--- config.mk ---
export PLATFORM = sky130hd
export DESIGN_NAME = mem_access_unit
export DESIGN_NICKNAME = d
export VERILOG_FILES = /design/src/rtl/mem_access_unit_pkg.sv /design/src/rtl/mem_access_unit_load_formatter.sv /design/src/rtl/mem_access_unit.sv
export SDC_FILE = /design/constraint.sdc
export NUM_CORES = 1
export LEC_CHECK = 0
export ABC_AREA = 1
export ABC_CLOCK_PERIOD_IN_PS = 3800
export CAP_MARGIN = 20
export CORE_ASPECT_RATIO = 2
export CORE_UTILIZATION = 48
export DETAILED_ROUTE_END_ITERATION = 16
export PLACE_DENSITY = 0.88
export SKIP_LAST_GASP = 1
export SLEW_MARGIN = 40
export SYNTH_ARGS = -nofsm -noshare
export SYNTH_HDL_FRONTEND = slang
export SYNTH_HIERARCHICAL = 1
export SYNTH_SLANG_ARGS = --single-unit
--- constraint.sdc ---
create_clock -name clk -period 3.8 [get_ports clk]
set_clock_uncertainty 0.1 [all_clocks]
set_input_delay 0.38 -clock clk [delete_from_list [all_inputs] [get_ports clk]]
set_output_delay 0.38 -clock clk [all_outputs]
set_load 0.01 [all_outputs]
--- src/rtl/mem_access_unit_pkg.sv ---
//------------------------------------------------------------------------------
// Module   : mem_access_unit_pkg
// Purpose  : Shared access-size codes, constants and state type for the MEM stage.
// Revision : 1.0
//------------------------------------------------------------------------------
`default_nettype none

package mem_access_unit_pkg;

    localparam logic [2:0] F3_B  = 3'b000;
    localparam logic [2:0] F3_H  = 3'b001;
    localparam logic [2:0] F3_W  = 3'b010;
    localparam logic [2:0] F3_BU = 3'b100;
    localparam logic [2:0] F3_HU = 3'b101;

    // Low two funct3 bits carry the access size; bit 2 selects zero-extension.
    localparam logic [1:0] SZ_B = 2'b00;
    localparam logic [1:0] SZ_H = 2'b01;
    localparam logic [1:0] SZ_W = 2'b10;

    localparam logic [31:0] ZEROWORD = 32'h0000_0000;
    localparam logic [4:0]  ZEROREG  = 5'd0;

    typedef enum logic [0:0] {
        ST_IDLE = 1'b0,
        ST_WAIT = 1'b1
    } mau_state_e;

    function automatic logic is_misaligned(input logic [2:0] f3, input logic [1:0] off);
        case (f3[1:0])
            SZ_B:    return 1'b0;
            SZ_H:    return off[0];
            default: return off != 2'b00;
        endcase
    endfunction

endpackage

`default_nettype wire

--- src/rtl/mem_access_unit_load_formatter.sv ---
//------------------------------------------------------------------------------
// Module   : load_formatter
// Purpose  : Selects the addressed byte/half of a read word and extends it.
// Revision : 1.0
//------------------------------------------------------------------------------
`default_nettype none

module load_formatter
    import mem_access_unit_pkg::*;
(
    input  logic [31:0] i_rdata,
    input  logic [2:0]  i_funct3,
    input  logic [1:0]  i_byte_off,
    output logic [31:0] o_data
);

    logic [31:0] w_shifted;
    logic        w_signed;

    always_comb begin
        w_shifted = i_rdata >> {i_byte_off, 3'b000};
        w_signed  = ~i_funct3[2];
        case (i_funct3[1:0])
            SZ_B:    o_data = {{24{w_signed & w_shifted[7]}}, w_shifted[7:0]};
            SZ_H:    o_data = {{16{w_signed & w_shifted[15]}}, w_shifted[15:0]};
            default: o_data = w_shifted;  // aligned word: offset is zero
        endcase
    end

endmodule

`default_nettype wire

--- src/rtl/mem_access_unit.sv ---
//------------------------------------------------------------------------------
// Module   : mem_access_unit
// Purpose  : MEM-stage load/store sequencer with wait states, timeout and alignment checks.
// Revision : 1.0
//------------------------------------------------------------------------------
`default_nettype none

module mem_access_unit
    import mem_access_unit_pkg::*;
#(
    parameter int TIMEOUT = 255
) (
    input  logic        clk,
    input  logic        rst_n,
    input  logic        MemRead_i,
    input  logic        MemWrite_i,
    input  logic [2:0]  funct3_i,
    input  logic [31:0] alu_result_i,
    input  logic [31:0] store_data_i,
    input  logic        RegWrite_i,
    input  logic [4:0]  Rd_i,
    output logic        dmem_req_o,
    output logic        dmem_we_o,
    output logic [31:0] dmem_addr_o,
    output logic [31:0] dmem_wdata_o,
    output logic [3:0]  dmem_wstrb_o,
    input  logic [31:0] dmem_rdata_i,
    input  logic        dmem_ack_i,
    output logic [31:0] load_or_result_o,
    output logic        RegWrite_o,
    output logic [4:0]  Rd_o,
    output logic        stall_o,
    output logic        misalign_o,
    output logic        bus_err_o
);

    // The issue cycle already counts as one stall cycle, so WAIT gives up
    // after TIMEOUT-1 further cycles.
    localparam logic [7:0] C_TMO_LAST = 8'(TIMEOUT - 1);

    mau_state_e  r_state;
    mau_state_e  w_next_state;
    logic [7:0]  r_cnt;
    logic [31:0] r_addr;
    logic [31:0] r_wdata;
    logic [3:0]  r_wstrb;
    logic        r_we;
    logic [2:0]  r_funct3;
    logic [1:0]  r_off;

    logic        w_memop;
    logic        w_misalign;
    logic        w_issue;
    logic        w_wait;
    logic        w_ack;
    logic        w_tmo_hit;
    logic        w_is_load;
    logic [31:0] w_st_wdata;
    logic [3:0]  w_st_wstrb;
    logic [2:0]  w_fmt_f3;
    logic [1:0]  w_fmt_off;
    logic [31:0] w_ld_data;

    assign w_memop    = rst_n & (MemRead_i | MemWrite_i);
    assign w_misalign = is_misaligned(funct3_i, alu_result_i[1:0]);
    assign w_wait     = rst_n & (r_state == ST_WAIT);
    assign w_issue    = (r_state == ST_IDLE) & w_memop & ~w_misalign;
    assign w_ack      = dmem_ack_i & (w_issue | w_wait);
    assign w_tmo_hit  = w_wait & (r_cnt == C_TMO_LAST);

    always_comb begin
        w_st_wdata = store_data_i;
        w_st_wstrb = 4'b1111;
        case (funct3_i[1:0])
            SZ_B: begin
                w_st_wdata = {4{store_data_i[7:0]}};
                w_st_wstrb = 4'b0001 << alu_result_i[1:0];
            end
            SZ_H: begin
                w_st_wdata = {2{store_data_i[15:0]}};
                w_st_wstrb = alu_result_i[1] ? 4'b1100 : 4'b0011;
            end
            default: ;
        endcase
    end

    always_comb begin
        dmem_req_o   = w_issue | w_wait;
        dmem_we_o    = w_wait ? r_we    : (w_issue & MemWrite_i);
        dmem_addr_o  = w_wait ? r_addr  : {alu_result_i[31:2], 2'b00};
        dmem_wdata_o = w_wait ? r_wdata : w_st_wdata;
        dmem_wstrb_o = w_wait ? r_wstrb : ((w_issue & MemWrite_i) ? w_st_wstrb : 4'b0000);
        w_is_load    = w_wait ? ~r_we    : ~MemWrite_i;
        w_fmt_f3     = w_wait ? r_funct3 : funct3_i;
        w_fmt_off    = w_wait ? r_off    : alu_result_i[1:0];

        load_or_result_o = (w_ack & w_is_load) ? w_ld_data : alu_result_i;
        stall_o          = (w_issue | w_wait) & ~dmem_ack_i & ~w_tmo_hit;
        misalign_o       = (r_state == ST_IDLE) & w_memop & w_misalign;
        bus_err_o        = w_tmo_hit & ~dmem_ack_i;
        Rd_o             = Rd_i;

        if (w_issue | w_wait) begin
            RegWrite_o = w_ack & w_is_load & RegWrite_i;
        end else begin
            RegWrite_o = rst_n & ~w_memop & RegWrite_i;
        end
    end

    load_formatter u_load_formatter (
        .i_rdata    (dmem_rdata_i),
        .i_funct3   (w_fmt_f3),
        .i_byte_off (w_fmt_off),
        .o_data     (w_ld_data)
    );

    always_comb begin
        w_next_state = r_state;
        case (r_state)
            ST_IDLE: if (w_issue & ~dmem_ack_i)     w_next_state = ST_WAIT;
            ST_WAIT: if (dmem_ack_i | w_tmo_hit)    w_next_state = ST_IDLE;
            default:                                w_next_state = ST_IDLE;
        endcase
    end

    always_ff @(posedge clk) begin
        if (!rst_n) begin
            r_state  <= ST_IDLE;
            r_cnt    <= 8'd0;
            r_addr   <= ZEROWORD;
            r_wdata  <= ZEROWORD;
            r_wstrb  <= 4'b0000;
            r_we     <= 1'b0;
            r_funct3 <= F3_B;
            r_off    <= 2'b00;
        end else begin
            r_state <= w_next_state;
            if (w_issue & ~dmem_ack_i) begin
                r_cnt    <= 8'd0;
                r_addr   <= dmem_addr_o;
                r_wdata  <= dmem_wdata_o;
                r_wstrb  <= dmem_wstrb_o;
                r_we     <= dmem_we_o;
                r_funct3 <= funct3_i;
                r_off    <= alu_result_i[1:0];
            end else if (w_wait & ~dmem_ack_i) begin
                r_cnt <= r_cnt + 8'd1;
            end
        end
    end

endmodule

`default_nettype wire

==> results.cfg, run 1 <==
[placed_design]
place_area_sq_um = 7710
place_hpwl_mm = 14.8
dp_cells = 1228
port_buffers = 210
place_congestion = 0.973

[timing]
fmax_mhz = 281
hold_viol_final = 0
slew_headroom_pct = 47.8
whs_ns = 0.341
final_max_slew_viol_count = 0
post-route-period-util_pct = 93.7
worst_pin_slew_ns = 0.783
final-setup-viol-count = 0
min_period_ns = 3.56
rsz0062_at_grt = false
fin_tns_setup_ns = 0

[synthesis]
syn-num-nets = 1034
synth_area_sq_um = 5620
synth.avg_cell_area_sq_um = 6.10
ys_seq_elements = 83
synth_cells = 922
synth.distinct_cells = 38
yosysWarnings = 6
seq_area_frac_synth_pct = 29.5

[critical_path]
cp.arrival_ns = 3.08
start_kind = input pin
crit_path_end_kind = output pin
crit_path_max_incr_delay_ns = 0.54
worstPathRequired_ns = 3.32
startpoint = rst_n
cp_common_cell = nand2_1
slowest_stage = clkdlybuf4s50_1
reg2reg_from = r_state
path_cells = clkdlybuf4s50_1 > nand2_4 > o21ai_1 > buf_12 > nand2_1 > nand3_2 > nand3_4 > nand2_1 > nand3_1 > nand2_1 > clkdlybuf4s50_1
crit_type = input pin to output pin
critPathMaxFanout = 24

[cts]
hold_buffers = 0
postCtsSetupBuffers = 0
cts_root_buffer = clkbuf_16
ctsResizeCount = 0
clk_latency_ns = 0.34
h-tree-depth = 3
cts_max_path_buffers = 2
cts_buffers = 9
tritoncts = done
clkSinkCount = 83
clk_pin_slew_ns = 0.06

[global_route]
antenna_found_initial = 0
grt_pass1_wl_mm = 31.1
overflow = 0
grt_max_degree = 105
grt_pass1_vias = 6376
grtUsageTotal_pct = 33.0

[min_path]
min_from = r_addr[0]
hp-class = flip-flop to flip-flop

[floorplanning]
die-height_um = 155
initial_core_util_pct = 49.5
core_area_sq_um = 11400
ios = 221
die-width_um = 78.5
die_area_sq_um = 12200
rows = 55

[finish]
syn_to_final_growth_pct = 42.8
fin_area_sq_um = 8030
regArea_sq_um = 1660
final_cells = 1244
multi_input_area_sq_um = 3230
fin_util_pct = 70.7
diodes = 0
final_nets = 1209
nFillCells = 977
drive_gt1_share_pct = 7.71

[drt]
routed_wl_mm = 20.1
dr.pass1.iters = 7
via_per_inst = 5.50
wire_per_inst_um = 16.2
drc = 0
vias = 6842
ant_nets = 0
first_iter_violations = 361

[run_status]
status = completed

[pwr]
cellLeakagePower_nw = 3.61
power.density_nw_per_um2 = 326
peakVddDrop_uv = 284

[job]
maxCapViolations = 0
-- area by class of cell --
class	instances	area share, %
inverter	88	4.11
tap	142	2.21
timing repair buffer	230	28.9
clock buffer	9	2.81
multi-input combinational	685	40.3
sequential	83	20.7
clock inverter	7	1.01
-- report_power, final --
group | leakage [nW] | total, mW | switching [mW] | internal (mW)
combinational | 2.80 | 0.774 | 0.406 | 0.368
sequential | 0.676 | 0.929 | 0.0161 | 0.913
clock | 0.141 | 0.919 | 0.400 | 0.519
-- cell usage in the layout (no fill, tap or decap), types with 9 or more instances in the layout --
| cell type | n |
|---|---|
| inv_1 | 84 |
| nand2_1 | 340 |
| o21ai_1 | 24 |
| dfxtp_1 | 82 |
| clkbuf_16 | 9 |
| nand3_2 | 15 |
| o21ai_0 | 88 |
| nor2_1 | 52 |
| clkdlybuf4s50_1 | 210 |
| a21oi_1 | 22 |
| buf_4 | 14 |
| nand3_1 | 92 |
-- worst paths after layout --
path                                              to  slack (ns)  depth (start not counted)
worst max register to register           r_wdata[16]        1.81                          6
worst min register to register             r_addr[0]        0.34                          2
worst max-delay path            load_or_result_o[10]        0.24                         11
worst min-delay path                       r_addr[0]        0.34                          2
-- cell usage after synthesis, drive strengths merged --
| library cell | count | share of area, % |
|---|---|---|
| a21boi | 1 | 0.13 |
| a21oi | 22 | 2.0 |
| a22oi | 2 | 0.27 |
| a31oi | 5 | 1.1 |
| and2 | 1 | 0.11 |
| and3 | 2 | 0.22 |
| buf | 53 | 6.4 |
| clkbuf | 13 | 0.89 |
| dfxtp | 83 | 30 |
| ha | 2 | 0.44 |
| inv | 88 | 5.9 |
| nand2 | 345 | 23 |
| nand3 | 109 | 11 |
| nand3b | 1 | 0.13 |
| nand4 | 2 | 0.22 |
| nor2 | 59 | 4.6 |
| nor3 | 3 | 0.27 |
| o211ai | 1 | 0.13 |
| o21ai | 112 | 10 |
| o21bai | 4 | 0.53 |
| o22ai | 11 | 2.1 |
| or2 | 2 | 0.22 |
| xnor2 | 1 | 0.16 |
-- layer usage --
| layer | track usage [%] | share of wire, % | vias to the layer above |
|---|---|---|---|
| li1 | - | - | 3292 |
| met1 | 32.4 | 34 | 3127 |
| met2 | 61.6 | 54 | 334 |
| met3 | 5.81 | 6.3 | 89 |
| met4 | 21.2 | 6.2 | 0 |
| met5 | 0 | 0 | - |
-- sequential cells by signal, summed over array words and instances (netlist names) --
signal	count
r_funct3	3
r_addr	32
r_we	1
r_state	1
r_wstrb	4
r_cnt	8
r_off	2
r_wdata	32
-- kinds of logic after synthesis --
family	share of synthesized area (%)
and+or+nand+nor	40.4
AOI/OAI and AO/OA	16.2
xor gates and xnor gates	0.156
adders and majority gates	0.445
DFF	29.5
buffers and inverters	13.2
-- worst max-delay path, delay by kind of cell --
kind | cells | cell delay, ns
buffers and inverters | 3 | 1.29
and+or+nand+nor | 7 | 1.00
AOI/OAI and AO/OA | 1 | 0.41
-- per-stage QoR --
step | worst slack, ns | power, mW
after global placement | 0.243 | 1.70
final | 0.240 | 2.62
after detailed placement | 0.209 | 1.71
after global routing | 0.0136 | 2.74
after floorplan | 1.02 | 1.33
after CTS | 0.172 | 2.63
No activity file was read; power rests on OpenSTA's default activity.
==> run 2: changes to the inputs <==
--- a/config.mk
+++ b/config.mk
@@ -9,9 +9,10 @@
 export ABC_CLOCK_PERIOD_IN_PS = 3800
 export CAP_MARGIN = 20
 export CORE_ASPECT_RATIO = 2
-export CORE_UTILIZATION = 48
+export CORE_UTILIZATION = 49
+export CTS_BUF_LIST = sky130_fd_sc_hd__clkbuf_4
 export DETAILED_ROUTE_END_ITERATION = 16
-export PLACE_DENSITY = 0.88
+export PLACE_DENSITY = 0.9
 export SKIP_LAST_GASP = 1
 export SLEW_MARGIN = 40
 export SYNTH_ARGS = -nofsm -noshare
==> results.cfg, run 2 (synthesized netlist as in run 1, its figures left out) <==
[cts]
cts_max_path_buffers = 2
h-tree-depth = 3
tritoncts = done
hold_buffers = 0
clk_pin_slew_ns = 0.14
clk_latency_ns = 0.45
postCtsSetupBuffers = 0
cts_root_buffer = clkbuf_4
cts_buffers = 9
ctsResizeCount = 1
clkSinkCount = 83

[floorplanning]
rows = 55
die_area_sq_um = 11900
initial_core_util_pct = 50.1
core_area_sq_um = 11200
ios = 221
die-height_um = 154
die-width_um = 77.8

[drt]
routed_wl_mm = 19.8
vias = 6766
wire_per_inst_um = 15.8
via_per_inst = 5.42
drc = 0
first_iter_violations = 399
ant_nets = 0
dr.pass1.iters = 5

[critical_path]
start_kind = flip-flop
startpoint = r_state
worstPathRequired_ns = 3.32
path_cells = nand2_4 > nand2_1 > o21ai_0 > nor2_2 > inv_1 > nor2_2 > nand3_4 > nand3_1 > nand3_1 > nand2_1 > clkdlybuf4s50_1
critPathMaxFanout = 24
crit_path_end_kind = output pin
crit_type = flip-flop to output pin
reg2reg_from = r_state
cp.arrival_ns = 3.15
crit_path_max_incr_delay_ns = 0.60
slowest_stage = dfxtp_1

[global_route]
antenna_found_initial = 1
grtUsageTotal_pct = 33.2
grt_pass1_vias = 6267
grt_pass1_wl_mm = 30.9
grt_max_degree = 65
overflow = 0

[job]
maxCapViolations = 0

[timing]
fmax_mhz = 275
slew_headroom_pct = 60.5
final-setup-viol-count = 0
worst_pin_slew_ns = 0.592
final_max_slew_viol_count = 0
post-route-period-util_pct = 95.6
hold_viol_final = 0
min_period_ns = 3.63

[placed_design]
port_buffers = 210
place_hpwl_mm = 14.9
dp_cells = 1232
place_congestion = 0.968

[min_path]
hp-class = flip-flop to flip-flop
min_from = r_addr[1]

[finish]
layout_common_cells = nand2_1, clkdlybuf4s50_1, nand3_1, o21ai_0, inv_1
syn_to_final_growth_pct = 40.3
final_cells = 1249
drive_gt1_share_pct = 8.05
layout_commonest_cell = nand2_1
final_nets = 1213
fin_util_pct = 70.4
largestRegisters = r_addr: 32 flops, r_wdata: 32 flops, r_cnt: 8 flops

[pwr]
power.density_nw_per_um2 = 286
peakVddDrop_uv = 252
cellLeakagePower_nw = 3.57
power.total_mw = 2.26

[run_status]
status = completed
[run 2: worst paths after layout]
check	to	slack, ns	depth (start not counted)
worst max-delay path	load_or_result_o[31]	0.17	11
worst min-delay path	r_addr[1]	0.35	2
worst max register to register	r_wdata[14]	1.59	8
worst min register to register	r_addr[1]	0.35	2
[run 2: final cells by class]
| cell class | instances | area [sq um] |
|---|---|---|
| tap | 142 | 178 |
| clock buffer | 9 | 67.6 |
| antenna | 1 | 2.50 |
| inverter | 88 | 330 |
| sequential | 83 | 1660 |
| timing repair buffer | 234 | 2340 |
| clock inverter | 7 | 75.1 |
| multi-input combinational | 685 | 3240 |
| fill | 977 | 3330 |
[run 2: power by group]
part / leakage [nW] / internal (mW) / switching (mW)
registers: 0.676 / 0.913 / 0.0157
clock network: 0.0759 / 0.205 / 0.348
logic: 2.82 / 0.369 / 0.407
[run 2: per-stage QoR]
step	setup WS [ns]	hold slack, ns	cell area [sq um]	setup TNS, ns
floorplan	1.02	0.316	5620	0
global placement	0.217	0.325	7730	0
detailed placement	0.110	0.330	7730	0
CTS	0.101	0.349	7870	0
global route	-0.0203	0.386	7890	-0.0229
finish	0.167	0.348	7890	0
[run 2: metal layers]
| metal | GRT usage [%] | share of wire [%] |
|---|---|---|
| met2 | 60.3 | 52 |
| met4 | 23.5 | 7.2 |
| met1 | 33.5 | 34 |
| met3 | 5.58 | 6.9 |
| met5 | 0 | 0 |
[run 2: worst max-delay path, delay by kind of cell, from the launching register on]
family                 cells  cell delay, ns
buffers and inverters      2            0.61
AOI/OAI and AO/OA          1            0.15
and+or+nand+nor            8            1.35
DFF                        1            0.60
